$ cat config.mk
export PLATFORM = sky130hd
export DESIGN_NAME = loopback_miso_arbiter_flat
export DESIGN_NICKNAME = d
export VERILOG_FILES = /design/src/rtl/loopback_miso_arbiter_if.sv /design/src/rtl/loopback_miso_arbiter.sv /design/src/flat_wrapper.sv
export SDC_FILE = /design/constraint.sdc
export NUM_CORES = 1
export LEC_CHECK = 0
export CAP_MARGIN = 20
export CORE_ASPECT_RATIO = 1.2
export CORE_UTILIZATION = 42
export DETAILED_ROUTE_END_ITERATION = 8
export MAX_ROUTING_LAYER = met4
export PLACE_DENSITY = 0.82
export SYNTH_ARGS = -nofsm -noshare
export SYNTH_HDL_FRONTEND = slang
export SYNTH_SLANG_ARGS = --single-unit
$ cat constraint.sdc
create_clock -name clk_core -period 4.7 [get_ports clk_core]
set_input_delay 0.47 -clock clk_core [delete_from_list [all_inputs] [get_ports clk_core]]
set_output_delay 0.47 -clock clk_core [all_outputs]
set_load 0.02 [all_outputs]
$ cat src/rtl/loopback_miso_arbiter_if.sv
// loopback_miso_arbiter_if: requester byte streams plus the merged MISO AXIS stream
interface loopback_miso_arbiter_if #(parameter int N_REQ = 3);
  logic [8*N_REQ-1:0] req_tdata;
  logic [N_REQ-1:0] req_tvalid;
  logic [N_REQ-1:0] req_tlast;
  logic [N_REQ-1:0] req_tready;
  logic [7:0] m_axis_tdata;
  logic m_axis_tvalid;
  logic m_axis_tready;
  modport master (
    output req_tdata, req_tvalid, req_tlast, m_axis_tready,
    input  req_tready, m_axis_tdata, m_axis_tvalid
  );
  modport slave (
    input  req_tdata, req_tvalid, req_tlast, m_axis_tready,
    output req_tready, m_axis_tdata, m_axis_tvalid
  );
endinterface

$ cat src/rtl/loopback_miso_arbiter.sv
// loopback_miso_arbiter: frame-level round-robin arbiter feeding the SPI loopback MISO stream
module loopback_miso_arbiter #(
  parameter int N_REQ = 3,
  parameter int GW = $clog2(N_REQ),
  parameter int HIGH_WATER = 24,
  parameter int MAX_BEATS = 64
) (
  input  logic clk_core,
  input  logic clk_core_resn,
  input  logic enable,
  loopback_miso_arbiter_if.slave bus,
  input  logic [31:0] miso_write_size,
  input  logic err_clear,
  output logic busy,
  output logic [GW-1:0] grant_id,
  output logic [15:0] frame_count,
  output logic err_long_frame
);
  typedef enum logic {IDLE, XFER} state_t;
  state_t state;
  logic [GW-1:0] last_grant, win, win_hi, win_lo;
  logic found_hi, beat, start;
  logic [7:0] beat_cnt;
  // Lowest valid index above last_grant wins; otherwise wrap to the lowest valid index.
  always_comb begin
    win_hi = '0;
    win_lo = '0;
    found_hi = 1'b0;
    for (int i = N_REQ - 1; i >= 0; i--)
      if (bus.req_tvalid[i]) begin
        win_lo = GW'(i);
        if (i > int'(last_grant)) begin
          win_hi = GW'(i);
          found_hi = 1'b1;
        end
      end
    win = found_hi ? win_hi : win_lo;
  end
  assign busy = state == XFER;
  assign bus.m_axis_tdata = 8'(bus.req_tdata >> {grant_id, 3'b000});
  assign bus.m_axis_tvalid = busy & bus.req_tvalid[grant_id];
  assign bus.req_tready = busy ? (N_REQ'(bus.m_axis_tready) << grant_id) : '0;
  assign beat = bus.m_axis_tvalid & bus.m_axis_tready;
  assign start = enable && miso_write_size < 32'(HIGH_WATER) && |bus.req_tvalid;
  always_ff @(posedge clk_core or negedge clk_core_resn)
    if (!clk_core_resn) begin
      state <= IDLE;
      grant_id <= '0;
      last_grant <= GW'(N_REQ - 1);
      beat_cnt <= '0;
      frame_count <= '0;
      err_long_frame <= 1'b0;
    end else begin
      if (state == IDLE) begin
        if (start) begin
          state <= XFER;
          grant_id <= win;
          last_grant <= win;
          beat_cnt <= '0;
        end
      end else if (beat) begin
        beat_cnt <= beat_cnt + 8'(beat_cnt != 8'hFF);
        if (bus.req_tlast[grant_id]) begin
          frame_count <= frame_count + 16'd1;
          state <= IDLE;
        end
      end
      if (beat && int'(beat_cnt) >= MAX_BEATS) err_long_frame <= 1'b1;
      else if (err_clear) err_long_frame <= 1'b0;
    end
endmodule

$ cat src/flat_wrapper.sv
// flat-port wrapper written by rule: the top's interface ports become plain ports
module loopback_miso_arbiter_flat 
#(
  parameter int N_REQ = 3,
  parameter int GW = $clog2(N_REQ),
  parameter int HIGH_WATER = 24,
  parameter int MAX_BEATS = 64
)
  (clk_core, clk_core_resn, enable, miso_write_size, err_clear, busy, grant_id, frame_count, err_long_frame, bus_req_tdata, bus_req_tvalid, bus_req_tlast, bus_m_axis_tready, bus_req_tready, bus_m_axis_tdata, bus_m_axis_tvalid);
  loopback_miso_arbiter_if #(.N_REQ(N_REQ)) bus_i ();
  input  logic clk_core;
  input  logic clk_core_resn;
  input  logic enable;
  input  logic [31:0] miso_write_size;
  input  logic err_clear;
  output logic busy;
  output logic [GW-1:0] grant_id;
  output logic [15:0] frame_count;
  output logic err_long_frame;
  input wire logic [$bits(bus_i.req_tdata)-1:0] bus_req_tdata;
  input wire logic [$bits(bus_i.req_tvalid)-1:0] bus_req_tvalid;
  input wire logic [$bits(bus_i.req_tlast)-1:0] bus_req_tlast;
  input wire logic [$bits(bus_i.m_axis_tready)-1:0] bus_m_axis_tready;
  output wire logic [$bits(bus_i.req_tready)-1:0] bus_req_tready;
  output wire logic [$bits(bus_i.m_axis_tdata)-1:0] bus_m_axis_tdata;
  output wire logic [$bits(bus_i.m_axis_tvalid)-1:0] bus_m_axis_tvalid;
  assign bus_i.req_tdata = bus_req_tdata;
  assign bus_i.req_tvalid = bus_req_tvalid;
  assign bus_i.req_tlast = bus_req_tlast;
  assign bus_i.m_axis_tready = bus_m_axis_tready;
  assign bus_req_tready = bus_i.req_tready;
  assign bus_m_axis_tdata = bus_i.m_axis_tdata;
  assign bus_m_axis_tvalid = bus_i.m_axis_tvalid;
  loopback_miso_arbiter #(.N_REQ(N_REQ), .GW(GW), .HIGH_WATER(HIGH_WATER), .MAX_BEATS(MAX_BEATS)) u_core (.clk_core(clk_core), .clk_core_resn(clk_core_resn), .enable(enable), .bus(bus_i), .miso_write_size(miso_write_size), .err_clear(err_clear), .busy(busy), .grant_id(grant_id), .frame_count(frame_count), .err_long_frame(err_long_frame));
endmodule
==> flow_summary.toml, run 1 <==
[routing]
wl_per_cell_um = 12.97
vias_per_cell = 5.245
routed-via-count = 1778
dr.pass1.iters = 4
met1Wirelength_mm = 1.812
wl_met3_um = 203
top_layer_used = "met4"
ant_nets = 0
met2_length_mm = 2.362
first_iter_violations = 89
drc = 0
finalWirelength_mm = 4.397

[cts]
cts-buffers-inserted = 5
cts_tree = "done"
cts_buffer_depth = 2
cts_setup_buffers = 0
cts_root_buf = "clkbuf_8"
ctsResizeCount = 0
cts_htree_levels = 2
cts.sinks = 29
insertion_delay_ns = 0.28
cts.hold.buffers_added = 0
clk_pin_slew_ns = 0.07

[die]
die_h_um = 74.84
ios = 99
core-area_sq_mm = 0.004262
initial_core_util_pct = 43.57
std_cell_rows = 26
die_x_um = 62.70
die_area_sq_mm = 0.004692

[logic_synthesis]
synth_xor_area_share_pct = 7.075
synth_ff_type = "dfrtp_1"
yosys.area_share.simple_pct = 26.48
seq_area_frac_synth_pct = 39.15
synth_top_family_by_area = "simple AND/OR/NAND/NOR gates"
avgSynthCellArea_sq_um = 9.773
synth-async-reset-ratio_pct = 100.0
syn_area_sq_mm = 0.001857
yosysUniqueCellTypes = 42
synthCells = 190
synth_compound_area_share_pct = 11.73
synthMuxAreaShare_pct = 7.884
syn_nets = 260
synth_edf_count = 0
synth-adder-area-share_pct = 2.022
yosysWarnings = 0
synth-seq-cells = 29

[final_layout]
diodes = 0
multi_input_area_sq_mm = 0.001025
fillCellCount = 346
area_growth_pct = 55.79
seq_area_sq_um = 726.9
final_cell_mix = "clkdlybuf4s50_1 (95), dfrtp_1 (28), nand2_1 (22)"
drive_gt1_share_pct = 8.127
layout_commonest_cell = "clkdlybuf4s50_1"
fin_nets = 352

[setup_path]
path_buf_inv = 1
critical-path-max-stage-delay_ns = 0.72
critPathKind = "reg2out"
cp_top_family = "simple AND/OR/NAND/NOR gates"
cp-start-kind = "flip-flop"
path_cells = "nor2b_1 > nand2_1 > o21ai_0 > and2_1 > clkdlybuf4s50_1"
cp-end-kind = "output pin"
required_ns = 4.23
cp_max_fo = 15
cp_data_arrival_time_ns = 2.52
cp_slowest_cell = "nor2b_1"

[sta]
worst_hold_slack_ns = 0.4654
slew_viol_final = 0
fmax_mhz = 334.6
fin_setup_tns_ns = 0
setup_viol = 0
finalHoldViolCount = 0
rsz0062_at_grt = "no"
relSlewSlack_pct = 43.04
worst_slew_pin_slew_ns = 0.8514
skew_ns = 0.01304
finalCritPeriodShare_pct = 63.59
finalCriticalPeriod_ns = 2.989

[global_route]
grt_pass1_vias = 1754
antenna_found_initial = 0
grt_pass1_wl_mm = 7.548
grt_use_total_pct = 21.00
grt-ovfl-total = 0
grt_start_max_net_pins = 34

[pwr]
peakVddDrop_mv = 0.1072
powerDensity_mw_per_mm2 = 181.4
p_leak_nw = 1.246

[hold_path]
hold_class = "reg2reg"

[placement]
io_buffer_count = 95
dp_hpwl_mm = 3.276
place.gp.congestion = 0.7836

[run_status]
outcome = "finished clean"

[run]
drv_cap = 0
## through the flow
step / setup slack (ns) / util [%] / cells / power, mW / area, sq um
CTS: 1.651 / 67.88 / 339 / 0.5311 / 2893
finish: 1.711 / 67.88 / 339 / 0.5248 / 2893
detailed placement: 1.980 / 65.77 / 331 / 0.3209 / 2803
floorplan: 2.827 / - / 190 / 0.2608 / 1857
global route: 1.447 / 67.88 / 339 / 0.5467 / 2893
global placement: 1.924 / 65.77 / 331 / 0.3196 / 2803
## final timing paths
kind | startpoint | endpoint | slack, ns | cells past startpoint
worst max register to register | u_core.grant_id[1]$_DFFE_PN0P_ | u_core.frame_count[1]$_DFFE_PN0P_ | 2.25 | 4
worst min register to register | u_core.frame_count[15]$_DFFE_PN0P_ | u_core.frame_count[15]$_DFFE_PN0P_ | 0.47 | 1
worst max-delay path | u_core.grant_id[1]$_DFFE_PN0P_ | bus_m_axis_tvalid | 1.71 | 5
worst min-delay path | u_core.frame_count[15]$_DFFE_PN0P_ | u_core.frame_count[15]$_DFFE_PN0P_ | 0.47 | 1
min in group asynchronous | clk_core_resn | u_core.frame_count[12]$_DFFE_PN0P_ | 0.56 | 2
max in group asynchronous | clk_core_resn | u_core.last_grant[1]$_DFFE_PN1P_ | 3.81 | 2
## sequential cells by signal, summed over array words and instances, names as in the netlist
| register | flops |
|---|---|
| u_core.beat_cnt | 8 |
| u_core.busy | 1 |
| u_core.err_long_frame | 1 |
| u_core.frame_count | 16 |
| u_core.grant_id | 1 |
| u_core.last_grant | 2 |
## cells in the mapped netlist, types with 2 or more instances
cell type	count	share of area, %
o22ai_1	3	1.0
o31ai_1	2	0.81
nor4_1	5	1.7
xor2_1	15	7.1
nand3_1	7	1.9
nor2_1	6	1.2
mux2i_1	11	5.9
buf_6	4	2.4
or4_1	2	0.81
and2_1	2	0.67
a21oi_1	8	2.2
dfrtp_1	28	38
nand4_1	6	2.0
nor4_2	8	5.4
o21ai_0	15	4.0
nor3_1	5	1.3
ha_1	3	2.0
nand2_1	22	4.4
and4_1	3	1.4
inv_1	6	1.2
buf_2	3	0.81
or3_1	4	1.3
buf_4	2	0.81
clkbuf_1	2	0.40
## power by group
group | internal, mW | leakage (nW) | switching, mW
Combinational | 0.0500 | 0.809 | 0.0158
Sequential | 0.250 | 0.391 | 0.0000000355
Clock | 0.119 | 0.0455 | 0.0901
Total | 0.419 | 1.25 | 0.106
## final cells by class
class	count	share of cell area, %
sequential	29	25.13
tap	56	2.422
clock buffer	8	3.114
inverter	6	0.7785
multi-input combinational	144	35.42
timing repair buffer	96	33.13
## cell families (layout without fill, tap and decap cells)
logic type | Yosys count | count (layout)
DFF | 29 | 29
xor gates and xnor gates | 15 | 15
AOI/OAI and AO/OA | 33 | 33
buffers and inverters | 17 | 110
muxes | 14 | 14
and+or+nand+nor | 79 | 79
adders and majority gates | 3 | 3
## routing by layer
metal	vias to the layer above	track usage (%)
met5	-	-
met4	0	4.651
met3	2	4.697
met2	62	39.37
met1	836	22.78
li1	878	-
(Power assumes the default switching activity.)
==> run 2, diff against run 1 <==
--- a/config.mk
+++ b/config.mk
@@ -7,10 +7,10 @@
 export LEC_CHECK = 0
 export CAP_MARGIN = 20
 export CORE_ASPECT_RATIO = 1.2
-export CORE_UTILIZATION = 42
+export CORE_UTILIZATION = 39
 export DETAILED_ROUTE_END_ITERATION = 8
 export MAX_ROUTING_LAYER = met4
-export PLACE_DENSITY = 0.82
+export PLACE_DENSITY = 0.77
 export SYNTH_ARGS = -nofsm -noshare
 export SYNTH_HDL_FRONTEND = slang
 export SYNTH_SLANG_ARGS = --single-unit
==> constraint.sdc (replaced) <==
create_clock -name clk_core -period 2.9 [get_ports clk_core]
set_input_delay 0.29 -clock clk_core [delete_from_list [all_inputs] [get_ports clk_core]]
set_output_delay 0.29 -clock clk_core [all_outputs]
set_load 0.02 [all_outputs]
==> run 2 against run 1 <==
The flow now finishes with violations (design-rule violations). Critical endpoint unchanged. Design area up 1.8%. Power up 67%. Cell count up 2.1%. Highest routed layer unchanged. Largest cell class unchanged. Non-clock buffer count up 5. Global-route usage down 0.97 points. Largest power group unchanged. Clock power up 74%. Flip-flop and latch count unchanged. Via count up 1.3%.
==> flow_summary.toml, run 2 (same netlist as run 1, synthesis figures left out) <==
[run_status]
outcome = "complete, but fails checks"
violations = "design-rule violations"

[routing]
wl_per_cell_um = 12.91
drc = 2
dr.pass1.iters = 6
vias_per_cell = 5.205
first_iter_violations = 56
ant_nets = 0
finalWirelength_mm = 4.467
routed-via-count = 1801

[sta]
skew_ns = 0.004667
finalCriticalPeriod_ns = 2.553
setup_viol = 0
slew_viol_final = 0
finalHoldViolCount = 0
fmax_mhz = 391.7
relSlewSlack_pct = 53.42
worst_slew_pin_slew_ns = 0.6962
rsz0062_at_grt = "no"
finalCritPeriodShare_pct = 88.04
fin_setup_tns_ns = 0

[final_layout]
fin_nets = 357
layout_commonest_cell = "clkdlybuf4s50_1"
top_regs = "u_core.frame_count (16), u_core.beat_cnt (8), u_core.last_grant (2)"
final_cell_mix = "clkdlybuf4s50_1 (95), dfrtp_1 (28), nand2_1 (22)"
finish.utilization_pct = 64.08
largest_reg_flops = 16
stdcell_area_sq_mm = 0.002944
drive_gt1_share_pct = 10.42
area_growth_pct = 58.56
largest_register = "u_core.frame_count"
diodes = 0

[setup_path]
critPathCapture = "bus_m_axis_tvalid"
critPathKind = "reg2out"
cp_data_arrival_time_ns = 2.26
r2r_start = "u_core.grant_id[1]$_DFFE_PN0P_"
worstReg2RegEnd = "u_core.frame_count[1]$_DFFE_PN0P_"
cp-start-kind = "flip-flop"
cp.depth = 6
cp-startpoint = "u_core.last_grant[0]$_DFFE_PN0P_"
cp_top_family = "buffers and inverters"
cp_slowest_cell = "clkdlybuf4s50_1"
r2r_slack_ns = 0.73
path_cells = "nor2b_1 > buf_4 > nand2_1 > o21ai_0 > and2_1 > clkdlybuf4s50_1"
path_buf_inv = 2
critical-path-max-stage-delay_ns = 0.60
cp_max_fo = 15
cp-end-kind = "output pin"
r2r_cells = 4
required_ns = 2.61

[placement]
dp_hpwl_mm = 3.370
place_area_sq_mm = 0.002843
place.gp.congestion = 0.7592
io_buffer_count = 95

[die]
die_h_um = 77.59
die_x_um = 64.99
die_area_sq_mm = 0.005042
initial_core_util_pct = 40.41
std_cell_rows = 27
ios = 99
core-area_sq_mm = 0.004594

[cts]
cts.sinks = 29
cts.hold.buffers_added = 0
cts_tree = "done"
clk_pin_slew_ns = 0.06
cts_htree_levels = 2
cts-buffers-inserted = 5
insertion_delay_ns = 0.28
ctsResizeCount = 0
cts_buffer_depth = 2
cts_root_buf = "clkbuf_8"
cts_setup_buffers = 0

[global_route]
grt_pass1_vias = 1809
antenna_found_initial = 0
grt_pass1_wl_mm = 7.700
grt_start_max_net_pins = 30
grt-ovfl-total = 0
grt_use_total_pct = 20.03

[pwr]
p_leak_nw = 1.278
peakVddDrop_mv = 0.1315
total_power_mw = 0.8762
powerDensity_mw_per_mm2 = 297.6

[run]
drv_cap = 0

[hold_path]
hold_class = "in2async"
[run 2: cell type report]
| type | count | area [sq um] |
|---|---|---|
| Inverter | 6 | 22.52 |
| Sequential cell | 29 | 726.9 |
| Clock inverter | 1 | 5.005 |
| Timing Repair Buffer | 101 | 996.0 |
| Fill cell | 395 | 1650 |
| Tap cell | 58 | 72.57 |
| Multi-Input combinational cell | 144 | 1025 |
| Clock buffer | 7 | 96.34 |
[run 2: stage by stage]
step	hold WS [ns]	std cells	setup WS, ns
2_1_floorplan	-0.005591	190	1.082
3_3_place_gp	0.4566	338	0.6325
3_5_place_dp	0.4617	338	0.6681
4_1_cts	0.4014	346	0.3246
5_1_grt	0.4245	346	0.1637
6_report	0.3835	346	0.3469
[run 2: report_power, final]
part           internal [mW]  leakage (nW)  total [mW]  switching [mW]
registers              0.405         0.391       0.405    0.0000000487
clock network          0.214        0.0542       0.364           0.151
logic                 0.0811         0.833       0.107          0.0259
total                  0.700          1.28       0.876           0.176
[run 2: layer usage]
| layer | GRT usage [%] | part of all wire (%) | up-vias |
|---|---|---|---|
| li1 | - | - | 890 |
| met4 | 8.444 | 1.7 | 0 |
| met3 | 3.529 | 5.1 | 9 |
| met1 | 22.86 | 41 | 829 |
| met2 | 33.96 | 52 | 73 |
| met5 | - | 0 | - |
[run 2: worst reg2reg max path: cells and delay by family (launching register included)]
kind | cells | cell delay, ns
muxes | 2 | 0.69
DFF | 1 | 0.61
AOI/OAI and AO/OA | 1 | 0.57
and+or+nand+nor | 1 | 0.18
[run 2: worst min path at each step]
| stage | end | slack (ns) |
|---|---|---|
| 6_report | u_core.err_long_frame$_DFFE_PN0P_ | 0.38 |
| 5_1_grt | u_core.frame_count[9]$_DFFE_PN0P_ | 0.42 |
| 4_1_cts | u_core.frame_count[9]$_DFFE_PN0P_ | 0.40 |
| 3_5_place_dp | u_core.frame_count[15]$_DFFE_PN0P_ | 0.46 |
| 3_3_place_gp | u_core.frame_count[15]$_DFFE_PN0P_ | 0.46 |
| 2_1_floorplan | u_core.beat_cnt[0]$_DFFE_PN0P_ | -0.006 |
==> run 3, diff against run 2 <==
--- a/config.mk
+++ b/config.mk
@@ -7,10 +7,10 @@
 export LEC_CHECK = 0
 export CAP_MARGIN = 20
 export CORE_ASPECT_RATIO = 1.2
-export CORE_UTILIZATION = 39
+export CORE_UTILIZATION = 36
 export DETAILED_ROUTE_END_ITERATION = 8
 export MAX_ROUTING_LAYER = met4
-export PLACE_DENSITY = 0.77
+export PLACE_DENSITY = 0.75
 export SYNTH_ARGS = -nofsm -noshare
 export SYNTH_HDL_FRONTEND = slang
 export SYNTH_SLANG_ARGS = --single-unit
==> constraint.sdc (replaced) <==
create_clock -name clk_core -period 2.2 [get_ports clk_core]
set_input_delay 0.22 -clock clk_core [delete_from_list [all_inputs] [get_ports clk_core]]
set_output_delay 0.22 -clock clk_core [all_outputs]
set_load 0.02 [all_outputs]
==> run 3 against run 2 <==
The flow now finishes without violations. Flip-flop and latch count stayed put. Design area is 0.85% higher. Power is 24% higher. Register-to-register slack worse by 0.42 ns. Die area is 8.1% higher.
==> flow_summary.toml, run 3 (same netlist as run 1, synthesis figures left out) <==
[run_status]
outcome = "finished clean"

[final_layout]
largest_reg_flops = 16
drive_gt1_share_pct = 10.92
multi_input_area_sq_mm = 0.001025
area_growth_pct = 59.91
diodes = 0
seq_area_sq_um = 726.9
layout_commonest_cell = "clkdlybuf4s50_1"
top_regs = "u_core.frame_count (16), u_core.beat_cnt (8), u_core.last_grant (2)"
final_cell_mix = "clkdlybuf4s50_1 (91), dfrtp_1 (28), nand2_1 (22)"
fin_nets = 362
largest_register = "u_core.frame_count"
fillCellCount = 444
stdcell_area_sq_mm = 0.002969
finish.utilization_pct = 60.11

[setup_path]
r2r_cells = 6
critPathKind = "reg2out"
cp_max_fo = 6
worstReg2RegEnd = "u_core.frame_count[10]$_DFFE_PN0P_"
cp_slowest_cell = "clkdlybuf4s50_1"
r2r_start = "u_core.grant_id[1]$_DFFE_PN0P_"
cp-end-kind = "output pin"
path_buf_inv = 2
cp-start-kind = "flip-flop"
r2r_slack_ns = 0.31
required_ns = 1.98
cp_data_arrival_time_ns = 1.88
cp_top_family = "buffers and inverters"
critical-path-max-stage-delay_ns = 0.64
path_cells = "buf_4 > mux2i_1 > o21ai_0 > clkdlybuf4s50_1"

[die]
core-area_sq_mm = 0.004940
die_x_um = 67.56
ios = 99
die_h_um = 80.67
die_area_sq_mm = 0.005450
initial_core_util_pct = 37.59
std_cell_rows = 28

[global_route]
grt-busiest-layer = "met2"
met1_usage_pct = 22.05
grt_pass1_wl_mm = 7.590
grt_start_max_net_pins = 30
grt_pass1_vias = 1729
antenna_found_initial = 0
grt-ovfl-total = 0
grt_use_met2_pct = 30.99
grt_use_total_pct = 18.50
use_met3_pct = 3.693

[placement]
place_area_sq_mm = 0.002883
io_buffer_count = 95
dp_hpwl_mm = 3.474
place.gp.congestion = 0.7832

[sta]
fin_setup_tns_ns = 0
fmax_mhz = 477.0
finalCriticalPeriod_ns = 2.096
rsz0062_at_grt = "no"
slew_viol_final = 0
setup_viol = 0
skew_ns = 0.004919
relSlewSlack_pct = 68.81
finalCritPeriodShare_pct = 95.28
worst_slew_pin_slew_ns = 0.4667
finalHoldViolCount = 0

[cts]
cts.sinks = 29
clk_pin_slew_ns = 0.06
cts_tree = "done"
insertion_delay_ns = 0.27
cts_buffer_depth = 2
cts_root_buf = "clkbuf_8"
cts_htree_levels = 2
cts.hold.buffers_added = 0
cts-buffers-inserted = 5

[routing]
first_iter_violations = 50
wl_per_cell_um = 12.80
drc = 0
ant_nets = 0
vias_per_cell = 5.181
dr.pass1.iters = 4
finalWirelength_mm = 4.520
routed-via-count = 1829

[pwr]
p_int_mw = 0.8658
p_leak_nw = 1.346
p_switching_mw = 0.2202
comb_power_share_pct = 13.2
total_power_mw = 1.086
clkPwrFrac_pct = 37.7
p_seq_share_pct = 49.1
swShare_pct = 20.27
peakVddDrop_mv = 0.2707
powerDensity_mw_per_mm2 = 365.8

[run]
drv_cap = 0

[hold_path]
hold_class = "in2async"
run 3: area by class of cell:
type,count,area share (%)
inverters,6,0.7585
flip-flops and latches,29,24.48
well taps,60,2.528
clock buffers,8,2.697
repair buffers,106,35.02
multi-input cells,144,34.51
run 3: repair_timing:
action                     4_1_cts  5_1_grt
hold endpoints to repair         0        0
gates resized for setup          1        3
setup endpoints to repair        1        3
cloned                           0        0
setup buffers                    0        0
run 3: worst max path at each step:
stage | from | cells past startpoint | slack (ns) | endpoint
finish | u_core.grant_id[1]$_DFFE_PN0P_ | 4 | 0.10 | bus_m_axis_tdata[5]
global route | u_core.grant_id[1]$_DFFE_PN0P_ | 5 | 0.008 | bus_m_axis_tdata[7]
CTS | u_core.grant_id[1]$_DFFE_PN0P_ | 3 | 0.04 | bus_req_tready[1]
detailed placement | bus_req_tvalid[0] | 5 | 0.19 | bus_m_axis_tvalid
global placement | bus_req_tvalid[0] | 5 | 0.22 | bus_m_axis_tvalid
floorplan | u_core.grant_id[1]$_DFFE_PN0P_ | 6 | 0.38 | u_core.frame_count[1]$_DFFE_PN0P_
run 3: power by group through the flow:
stage | clock network [mW] | logic (mW) | registers (mW)
finish | 0.409 | 0.143 | 0.534
global placement | 0 | 0.143 | 0.543
detailed placement | 0 | 0.145 | 0.543
CTS | 0.422 | 0.145 | 0.534
global route | 0.456 | 0.156 | 0.533
floorplan | 0 | 0.0138 | 0.543
run 3: routing by layer:
layer	share of wire, %	vias to the layer above	routed length, um
met3	5.4	4	245
met1	43	848	1929
met4	0.69	0	31
met2	51	78	2314
li1	-	899	-
met5	0	-	0
run 3: per-stage QoR:
stage	setup WS, ns	hold WS, ns	std cells
2_1_floorplan	0.3822	-0.07559	190
3_3_place_gp	0.2189	0.4553	345
3_5_place_dp	0.1937	0.4617	345
4_1_cts	0.04322	0.3455	353
5_1_grt	0.007980	0.3698	353
6_report	0.1038	0.3344	353
